$ cat src/rtl/seg7_pkg.sv
// Shared definitions for the multiplexed 7-segment scanner.
// Optional build macro used by this block: SEG7_SCAN_DIM_EN (PWM brightness).
package seg7_pkg;

  localparam int NUM_DIGITS = 6;
  localparam int IDX_W      = $clog2(NUM_DIGITS);

  // Active-low "everything dark" levels for the segment bus and digit selects.
  localparam logic [7:0]            SEG_OFF_N = 8'hFF;
  localparam logic [NUM_DIGITS-1:0] AN_OFF_N  = 6'b111111;

  typedef enum logic [1:0] {
    IDLE,
    BLANK,
    DRIVE
  } scan_state_t;

  typedef logic [IDX_W-1:0] digit_idx_t;

  // Next digit in scan order, wrapping from the leftmost back to digit 0.
  function automatic digit_idx_t next_idx(input digit_idx_t i);
    return (i == digit_idx_t'(NUM_DIGITS - 1)) ? '0 : i + digit_idx_t'(1);
  endfunction

endpackage

$ cat src/rtl/seg7_scan_if.sv
// Bundle of scan-enable, digit patterns and display-side outputs.
// With SEG7_SCAN_DIM_EN defined the bundle also carries the brightness level.
interface seg7_scan_if;
  import seg7_pkg::*;

  logic                  enable;
  logic [7:0]            digit_0;
  logic [7:0]            digit_1;
  logic [7:0]            digit_2;
  logic [7:0]            digit_3;
  logic [7:0]            digit_4;
  logic [7:0]            digit_5;
`ifdef SEG7_SCAN_DIM_EN
  logic [3:0]            bright;
`endif
  logic [7:0]            seg_n;
  logic [NUM_DIGITS-1:0] an_n;
  logic                  frame_tick;

`ifdef SEG7_SCAN_DIM_EN
  modport master (
    output enable, digit_0, digit_1, digit_2, digit_3, digit_4, digit_5, bright,
    input  seg_n, an_n, frame_tick
  );
  modport slave (
    input  enable, digit_0, digit_1, digit_2, digit_3, digit_4, digit_5, bright,
    output seg_n, an_n, frame_tick
  );
`else
  modport master (
    output enable, digit_0, digit_1, digit_2, digit_3, digit_4, digit_5,
    input  seg_n, an_n, frame_tick
  );
  modport slave (
    input  enable, digit_0, digit_1, digit_2, digit_3, digit_4, digit_5,
    output seg_n, an_n, frame_tick
  );
`endif

endinterface

$ cat src/rtl/seg7_scan_timer.sv
// Slot/phase sequencer: slot counter, digit index and BLANK/DRIVE phase.
// All outputs describe the state being entered on the coming clock edge, so
// the top can register its outputs on that same edge.
module seg7_scan_timer
  import seg7_pkg::*;
#(
  parameter int CLK_DIV      = 50000,
  parameter int BLANK_CYCLES = 16
) (
  input  logic        clk,
  input  logic        rst_n,
  input  logic        i_enable,
  output scan_state_t o_state_nxt,
  output digit_idx_t  o_idx_nxt,
  output logic        o_slot_start,
  output logic        o_frame_start
);

  localparam int CNT_W = (CLK_DIV > 1) ? $clog2(CLK_DIV) : 1;
  localparam logic [CNT_W-1:0] SLOT_LAST  = CNT_W'(CLK_DIV - 1);
  localparam logic [CNT_W-1:0] BLANK_LAST = CNT_W'(BLANK_CYCLES - 1);

  scan_state_t      r_state;
  logic [CNT_W-1:0] r_slot_cnt;
  digit_idx_t       r_idx;

  scan_state_t      w_state_nxt;
  logic [CNT_W-1:0] w_cnt_nxt;
  digit_idx_t       w_idx_nxt;

  // Next-state decode: enable drop wins from any state, otherwise walk slots.
  always_comb begin
    // NOTE: every variable gets a default before any branch, so no path can
    // leave one unassigned and infer a latch.
    w_state_nxt = r_state;
    w_cnt_nxt   = r_slot_cnt + CNT_W'(1);
    w_idx_nxt   = r_idx;

    if (!i_enable) begin
      w_state_nxt = IDLE;
      w_cnt_nxt   = '0;
      w_idx_nxt   = '0;
    end else begin
      unique case (r_state)
        IDLE: begin
          w_state_nxt = BLANK;
          w_cnt_nxt   = '0;
          w_idx_nxt   = '0;
        end
        BLANK: begin
          if (r_slot_cnt == BLANK_LAST) w_state_nxt = DRIVE;
        end
        DRIVE: begin
          if (r_slot_cnt == SLOT_LAST) begin
            w_state_nxt = BLANK;
            w_cnt_nxt   = '0;
            w_idx_nxt   = next_idx(r_idx);
          end
        end
        default: begin
          w_state_nxt = IDLE;
          w_cnt_nxt   = '0;
          w_idx_nxt   = '0;
        end
      endcase
    end
  end

  // Sequencer state register.
  always_ff @(posedge clk or negedge rst_n) begin
    // NOTE: sequential state uses non-blocking assignments so every register
    // samples pre-edge values regardless of process ordering.
    if (!rst_n) begin
      r_state    <= IDLE;
      r_slot_cnt <= '0;
      r_idx      <= '0;
    end else begin
      r_state    <= w_state_nxt;
      r_slot_cnt <= w_cnt_nxt;
      r_idx      <= w_idx_nxt;
    end
  end

  // A slot starts on every entry into BLANK; a frame starts when that slot is digit 0.
  assign o_state_nxt   = w_state_nxt;
  assign o_idx_nxt     = w_idx_nxt;
  assign o_slot_start  = (w_state_nxt == BLANK) && (r_state != BLANK);
  assign o_frame_start = o_slot_start && (w_idx_nxt == '0);

endmodule

$ cat src/rtl/seg7_scan.sv
// Six-digit common-anode 7-segment scanner with inter-digit blanking,
// frame-coherent pattern capture and a frame tick.
// Optional macro SEG7_SCAN_DIM_EN adds 16-step PWM brightness on the anodes.
module seg7_scan
  import seg7_pkg::*;
#(
  parameter int CLK_DIV      = 50000,  // must exceed BLANK_CYCLES
  parameter int BLANK_CYCLES = 16      // must be at least 1
) (
  input  logic        m_clock,
  input  logic        p_reset,
  seg7_scan_if.slave  bus
);

  scan_state_t           w_state_nxt;
  digit_idx_t            w_idx_nxt;
  logic                  w_slot_start;
  logic                  w_frame_start;
  logic                  w_an_gate;
  logic [7:0]            w_digit  [NUM_DIGITS];
  logic [7:0]            r_shadow [NUM_DIGITS];
  logic [NUM_DIGITS-1:0] w_an_nxt;
  logic [7:0]            w_seg_nxt;
  logic [NUM_DIGITS-1:0] r_an_n;
  logic [7:0]            r_seg_n;
  logic                  r_frame_tick;

  seg7_scan_timer #(
    .CLK_DIV      (CLK_DIV),
    .BLANK_CYCLES (BLANK_CYCLES)
  ) u_timer (
    .clk           (m_clock),
    .rst_n         (p_reset),
    .i_enable      (bus.enable),
    .o_state_nxt   (w_state_nxt),
    .o_idx_nxt     (w_idx_nxt),
    .o_slot_start  (w_slot_start),
    .o_frame_start (w_frame_start)
  );

  assign w_digit[0] = bus.digit_0;
  assign w_digit[1] = bus.digit_1;
  assign w_digit[2] = bus.digit_2;
  assign w_digit[3] = bus.digit_3;
  assign w_digit[4] = bus.digit_4;
  assign w_digit[5] = bus.digit_5;

  // Capture all six patterns together at frame start so a frame never mixes old and new data.
  always_ff @(posedge m_clock or negedge p_reset) begin
    // NOTE: this small shadow bank is reset because its cleared value is
    // observable; a real RAM array would be left without reset.
    if (!p_reset) begin
      for (int i = 0; i < NUM_DIGITS; i++) r_shadow[i] <= '0;
    end else if (w_frame_start) begin
      for (int i = 0; i < NUM_DIGITS; i++) r_shadow[i] <= w_digit[i];
    end
  end

`ifdef SEG7_SCAN_DIM_EN
  logic [3:0] r_bright_sh;
  logic [3:0] r_pwm_cnt;
  logic [3:0] w_pwm_nxt;

  // The PWM window restarts at each slot start; brightness is frame-coherent like the patterns.
  assign w_pwm_nxt = w_slot_start ? 4'd0 : r_pwm_cnt + 4'd1;
  assign w_an_gate = (w_pwm_nxt <= r_bright_sh);

  // PWM counter and brightness shadow.
  always_ff @(posedge m_clock or negedge p_reset) begin
    if (!p_reset) begin
      r_pwm_cnt   <= '0;
      r_bright_sh <= '0;
    end else begin
      r_pwm_cnt <= w_pwm_nxt;
      if (w_frame_start) r_bright_sh <= bus.bright;
    end
  end
`else
  // Without dimming there is no PWM window to restart at slot start.
  logic w_unused_slot_start;
  assign w_unused_slot_start = w_slot_start;
  assign w_an_gate           = 1'b1;
`endif

  // Output decode for the state being entered: only DRIVE lights anything.
  always_comb begin
    w_an_nxt  = AN_OFF_N;
    w_seg_nxt = SEG_OFF_N;
    if (w_state_nxt == DRIVE) begin
      w_seg_nxt = ~r_shadow[w_idx_nxt];
      if (w_an_gate) w_an_nxt[w_idx_nxt] = 1'b0;
    end
  end

  // Registered outputs, so the pins change only on the edge that enters a state.
  always_ff @(posedge m_clock or negedge p_reset) begin
    if (!p_reset) begin
      r_an_n       <= AN_OFF_N;
      r_seg_n      <= SEG_OFF_N;
      r_frame_tick <= 1'b0;
    end else begin
      r_an_n       <= w_an_nxt;
      r_seg_n      <= w_seg_nxt;
      r_frame_tick <= w_frame_start;
    end
  end

  assign bus.an_n       = r_an_n;
  assign bus.seg_n      = r_seg_n;
  assign bus.frame_tick = r_frame_tick;

endmodule

$ cat src/flat_wrapper.sv
// flat-port wrapper written by rule: the top's interface ports become plain ports
module seg7_scan_flat import seg7_pkg::*;
#(
  parameter int CLK_DIV      = 50000,                             
  parameter int BLANK_CYCLES = 16                           
)
  (m_clock, p_reset, bus_enable, bus_digit_0, bus_digit_1, bus_digit_2, bus_digit_3, bus_digit_4, bus_digit_5, bus_seg_n, bus_an_n, bus_frame_tick);
  seg7_scan_if bus_i ();
  input  logic m_clock;
  input  logic p_reset;
  input wire logic [$bits(bus_i.enable)-1:0] bus_enable;
  input wire logic [$bits(bus_i.digit_0)-1:0] bus_digit_0;
  input wire logic [$bits(bus_i.digit_1)-1:0] bus_digit_1;
  input wire logic [$bits(bus_i.digit_2)-1:0] bus_digit_2;
  input wire logic [$bits(bus_i.digit_3)-1:0] bus_digit_3;
  input wire logic [$bits(bus_i.digit_4)-1:0] bus_digit_4;
  input wire logic [$bits(bus_i.digit_5)-1:0] bus_digit_5;
  output wire logic [$bits(bus_i.seg_n)-1:0] bus_seg_n;
  output wire logic [$bits(bus_i.an_n)-1:0] bus_an_n;
  output wire logic [$bits(bus_i.frame_tick)-1:0] bus_frame_tick;
  assign bus_i.enable = bus_enable;
  assign bus_i.digit_0 = bus_digit_0;
  assign bus_i.digit_1 = bus_digit_1;
  assign bus_i.digit_2 = bus_digit_2;
  assign bus_i.digit_3 = bus_digit_3;
  assign bus_i.digit_4 = bus_digit_4;
  assign bus_i.digit_5 = bus_digit_5;
  assign bus_seg_n = bus_i.seg_n;
  assign bus_an_n = bus_i.an_n;
  assign bus_frame_tick = bus_i.frame_tick;
  seg7_scan #(.CLK_DIV(CLK_DIV), .BLANK_CYCLES(BLANK_CYCLES)) u_core (.m_clock(m_clock), .p_reset(p_reset), .bus(bus_i));
endmodule
$ cat config.mk
export PLATFORM = sky130hd
export DESIGN_NAME = seg7_scan_flat
export DESIGN_NICKNAME = d
export VERILOG_FILES = /design/src/rtl/seg7_pkg.sv /design/src/rtl/seg7_scan_if.sv /design/src/rtl/seg7_scan_timer.sv /design/src/rtl/seg7_scan.sv /design/src/flat_wrapper.sv
export SDC_FILE = /design/constraint.sdc
export NUM_CORES = 1
export LEC_CHECK = 0
export BUFFER_PORTS_ARGS = -buffer_cell sky130_fd_sc_hd__buf_2
export CAP_MARGIN = 20
export CORE_MARGIN = 2
export CORE_UTILIZATION = 45
export DETAILED_ROUTE_END_ITERATION = 10
export PLACE_DENSITY = 0.68
export SLEW_MARGIN = 30
export SYNTH_ARGS = -nofsm -noshare
export SYNTH_HDL_FRONTEND = slang
export SYNTH_SLANG_ARGS = --single-unit
$ cat constraint.sdc
create_clock -name m_clock -period 2.35 [get_ports m_clock]
set_input_delay 0.5875 -clock m_clock [delete_from_list [all_inputs] [get_ports m_clock]]
set_output_delay 0.5875 -clock m_clock [all_outputs]
set_load 0.05 [all_outputs]
==> flow_summary.toml <==
[outcome]
outcome = "finished, final reports clean"

[timing]
hold_slack_ns = 0.119
tightest_slew_ns = 0.571
finalSetupViolCount = 0
drv_slew = 0
rsz0062_at_grt = "yes"
period_needed_ns = 2.34
skew_ns = 0.0116
hold_viol = 0
finalCritPeriodShare_pct = 99.4
maxSlewHeadroom_pct = 61.9
clock.fmax_ghz = 0.428

[global_routing]
grt_pass1_vias = 3208
antenna_found_initial = 0
grt_remaining_overflow = 0
grt_usage_pct = 19.8
grt_max_degree = 62
grt_pass1_wl_mm = 15.4

[clocking]
cts_sinks = 84
clk_latency_ns = 0.35
clockBufferDepth = 2
clkSlewWorstSetupHoldPaths_ns = 0.09
ctsHoldBuffers = 0
ctsRootBufferMaster = "clkbuf_8"
cts_tree = "built"
htreeDepth = 3
cts_made_buffers = 9

[synth]
yosysSeqAreaShare_pct = 52.1
synth_fp_nets = 405
synth_cell_types = 42
yosys_warnings = 0
synth_edf_count = 0
ys_seq_elements = 84
yosysTopAreaCellShare_pct = 43.0
synth_area_leaders = "dfrtp_1, mux2_2, dfstp_2"
postSynthAreaPerCell_um2 = 11.7
synth-main-ff-cell = "dfrtp_1"
synth_area_um2 = 4070
async_reset_ff_share_pct = 100
yosysTopAreaCell = "dfrtp_1"
synth_cells = 349

[final_layout]
drive_above_1_share_pct = 45.9
regArea_um2 = 2120
post-route-util_pct = 57.8
final_area_um2 = 5060
area_delta_synth_final_pct = 24.3
diodes = 0
nNetsFinal = 498
fillers = 762
multi_input_area_um2 = 1820

[power_and_ir_drop]
ir_worst_vdd_mv = 0.372
combPwrFrac_pct = 15.2
p_switching_uw = 822
powerDensity_nw_per_um2 = 653
switching_share_pct = 24.9
p_seq_share_pct = 52.3
pwr-share-clk_pct = 32.5
intPower_uw = 2480
leakage_uw = 0.00229

[detailed_routing]
route.detailed.drc = 0
ant_nets = 0
first_iter_violations = 170
drtPass1Iterations = 4
via_per_inst = 5.59
wl_per_cell_um = 17.0
drt_wl_total_mm = 9.46
via_count = 3101

[die]
die_width_um = 99.1
rows = 34
io_pins = 66
core_um2 = 8760
start_util_pct = 46.5
dieHeight_um = 99.1
die-area_um2 = 9820

[placement]
port_buffers = 65
placed_area_um2 = 4750
gp_congestion = 0.829
hpwl_mm = 6.73

[worst_setup_path]
rr_worst_depth = 9
cp-startpoint = "u_core.u_timer.r_slot_cnt[5]"
crit_type = "reg2reg"
required_ns = 2.59
crit_path_start_kind = "flop"
cp_max_fo = 19
r2r_start = "u_core.u_timer.r_slot_cnt[5]"
cp_cell_sequence = "nor4_4, and4_4, buf_4, o211ai_1, buf_4, nand2_4, nand4b_4, buf_12, mux2_4"
critPathSlowestCell = "dfrtp_1"
r2r_end = "u_core.r_shadow[46]"
cp.arrival_ns = 2.57
cp_common_cell = "buf_4"
r2r_setup_slack_ns = 0.01
crit_path_end_kind = "flop"
critPathBufInv = 3
max_stage_delay_ns = 0.42
critical_path.top_delay_family = "simple AND/OR/NAND/NOR gates"

[flow_run]
cap_violations = 0

[hold_path]
min_path_type = "in2async"
[kinds of logic after synthesis]
family / Yosys count / synth area share [%]
and+or+nand+nor: 97 / 12.9
DFF: 84 / 52.1
AOI/OAI and AO/OA: 55 / 11.6
muxes: 48 / 14.1
buffers and inverters: 46 / 4.76
xor gates and xnor gates: 14 / 3.01
adders and majority gates: 5 / 1.54
[placed cells by master, fill, tap and decap left out, types with 3 or more instances in the layout]
cell type   n
dfrtp_1    70
buf_2      64
mux2_2     39
nand3_1    35
buf_4      32
inv_1      25
nor2_1     21
o211ai_1   18
dfstp_2    14
clkbuf_8   12
and3_1     10
nand2_1     9
mux2_4      9
o2111ai_1   8
a21bo_2     8
xnor2_1     8
a22oi_1     7
xor2_1      6
buf_12      5
ha_1        4
nand3_2     3
[state kept, by name (all words and copies together) (netlist names)]
register and count:
u_core.r_shadow 48, u_core.u_timer.r_slot_cnt 16, u_core.bus.seg_n 8, u_core.bus.an_n 6
u_core.u_timer.r_idx 3, u_core.u_timer.r_state 2, u_core.bus.frame_tick 1
[cells in the mapped netlist (2+ instances only)]
library cell / number
dfrtp_1: 70
mux2_2: 39
nand3_1: 38
inv_1: 26
nor2_1: 21
o211ai_1: 18
dfstp_2: 14
clkbuf_1: 12
and3_1: 10
nand2_1: 10
mux2_4: 9
o2111ai_1: 9
a21bo_2: 8
a22oi_1: 8
xnor2_1: 8
xor2_1: 6
buf_2: 5
ha_1: 5
o21ai_0: 3
a32oi_1: 2
and2_1: 2
and4_1: 2
buf_6: 2
nand4_1: 2
nand4b_1: 2
nor3_1: 2
[metal layers]
metal	vias up	wire (µm)	track usage, %
met3	14	631	5.83
met1	1546	3990	25.8
met5	-	0	0
li1	1435	-	-
met2	106	4690	32.3
met4	0	148	5.58
[worst register-to-register path: stages (launching register included)]
cell and delay (ns):
dfrtp_1 0.42, nor4_4 0.35, and4_4 0.29, buf_4 0.13, o211ai_1 0.09, buf_4 0.17
nand2_4 0.09, nand4b_4 0.17, buf_12 0.21, mux2_4 0.30
[timing repair]
item | CTS | global route
pin swaps | 6 | 9
buffers inserted | 4 | 3
gates resized for setup | 1 | 11
cloned | 0 | 1
setup endpoints to repair | 50 | 61
[per-stage QoR]
step                      worst slack (ns)  std cells  setup TNS (ns)  power, µW
after floorplan                     0.0169        349               0       2070
after CTS                          0.00126        551               0       3330
after global routing               -0.0653        555           -2.25       3460
final                               0.0148        555               0       3310
after detailed placement           -0.0137        531          -0.223       2260
after global placement              0.0185        531               0       2240
[cell type report]
type	instances	area share [%]
Clock buffer	11	2.99
Clock inverter	5	1.19
Inverter	26	1.93
Multi-Input combinational cell	219	36.0
Sequential cell	84	41.9
Tap cell	108	2.67
Timing Repair Buffer	102	13.3
[how the worst max path moves through the flow]
stage	slack, ns	depth (start not counted)	end
after floorplan	0.02	9	u_core.r_shadow[32]
after CTS	0.001	7	u_core.r_shadow[46]
after global placement	0.02	8	u_core.r_shadow[17]
after global routing	-0.07	7	u_core.r_shadow[43]
final	0.01	9	u_core.r_shadow[46]
after detailed placement	-0.01	8	u_core.r_shadow[1]
[power groups by stage]
stage / logic, µW / registers, µW / clock network (µW)
final: 502 / 1730 / 1070
after global routing: 544 / 1750 / 1170
after CTS: 504 / 1730 / 1090
after detailed placement: 501 / 1760 / 0
after global placement: 486 / 1750 / 0
after floorplan: 348 / 1720 / 0
No activity file was read; power rests on OpenSTA's default activity.
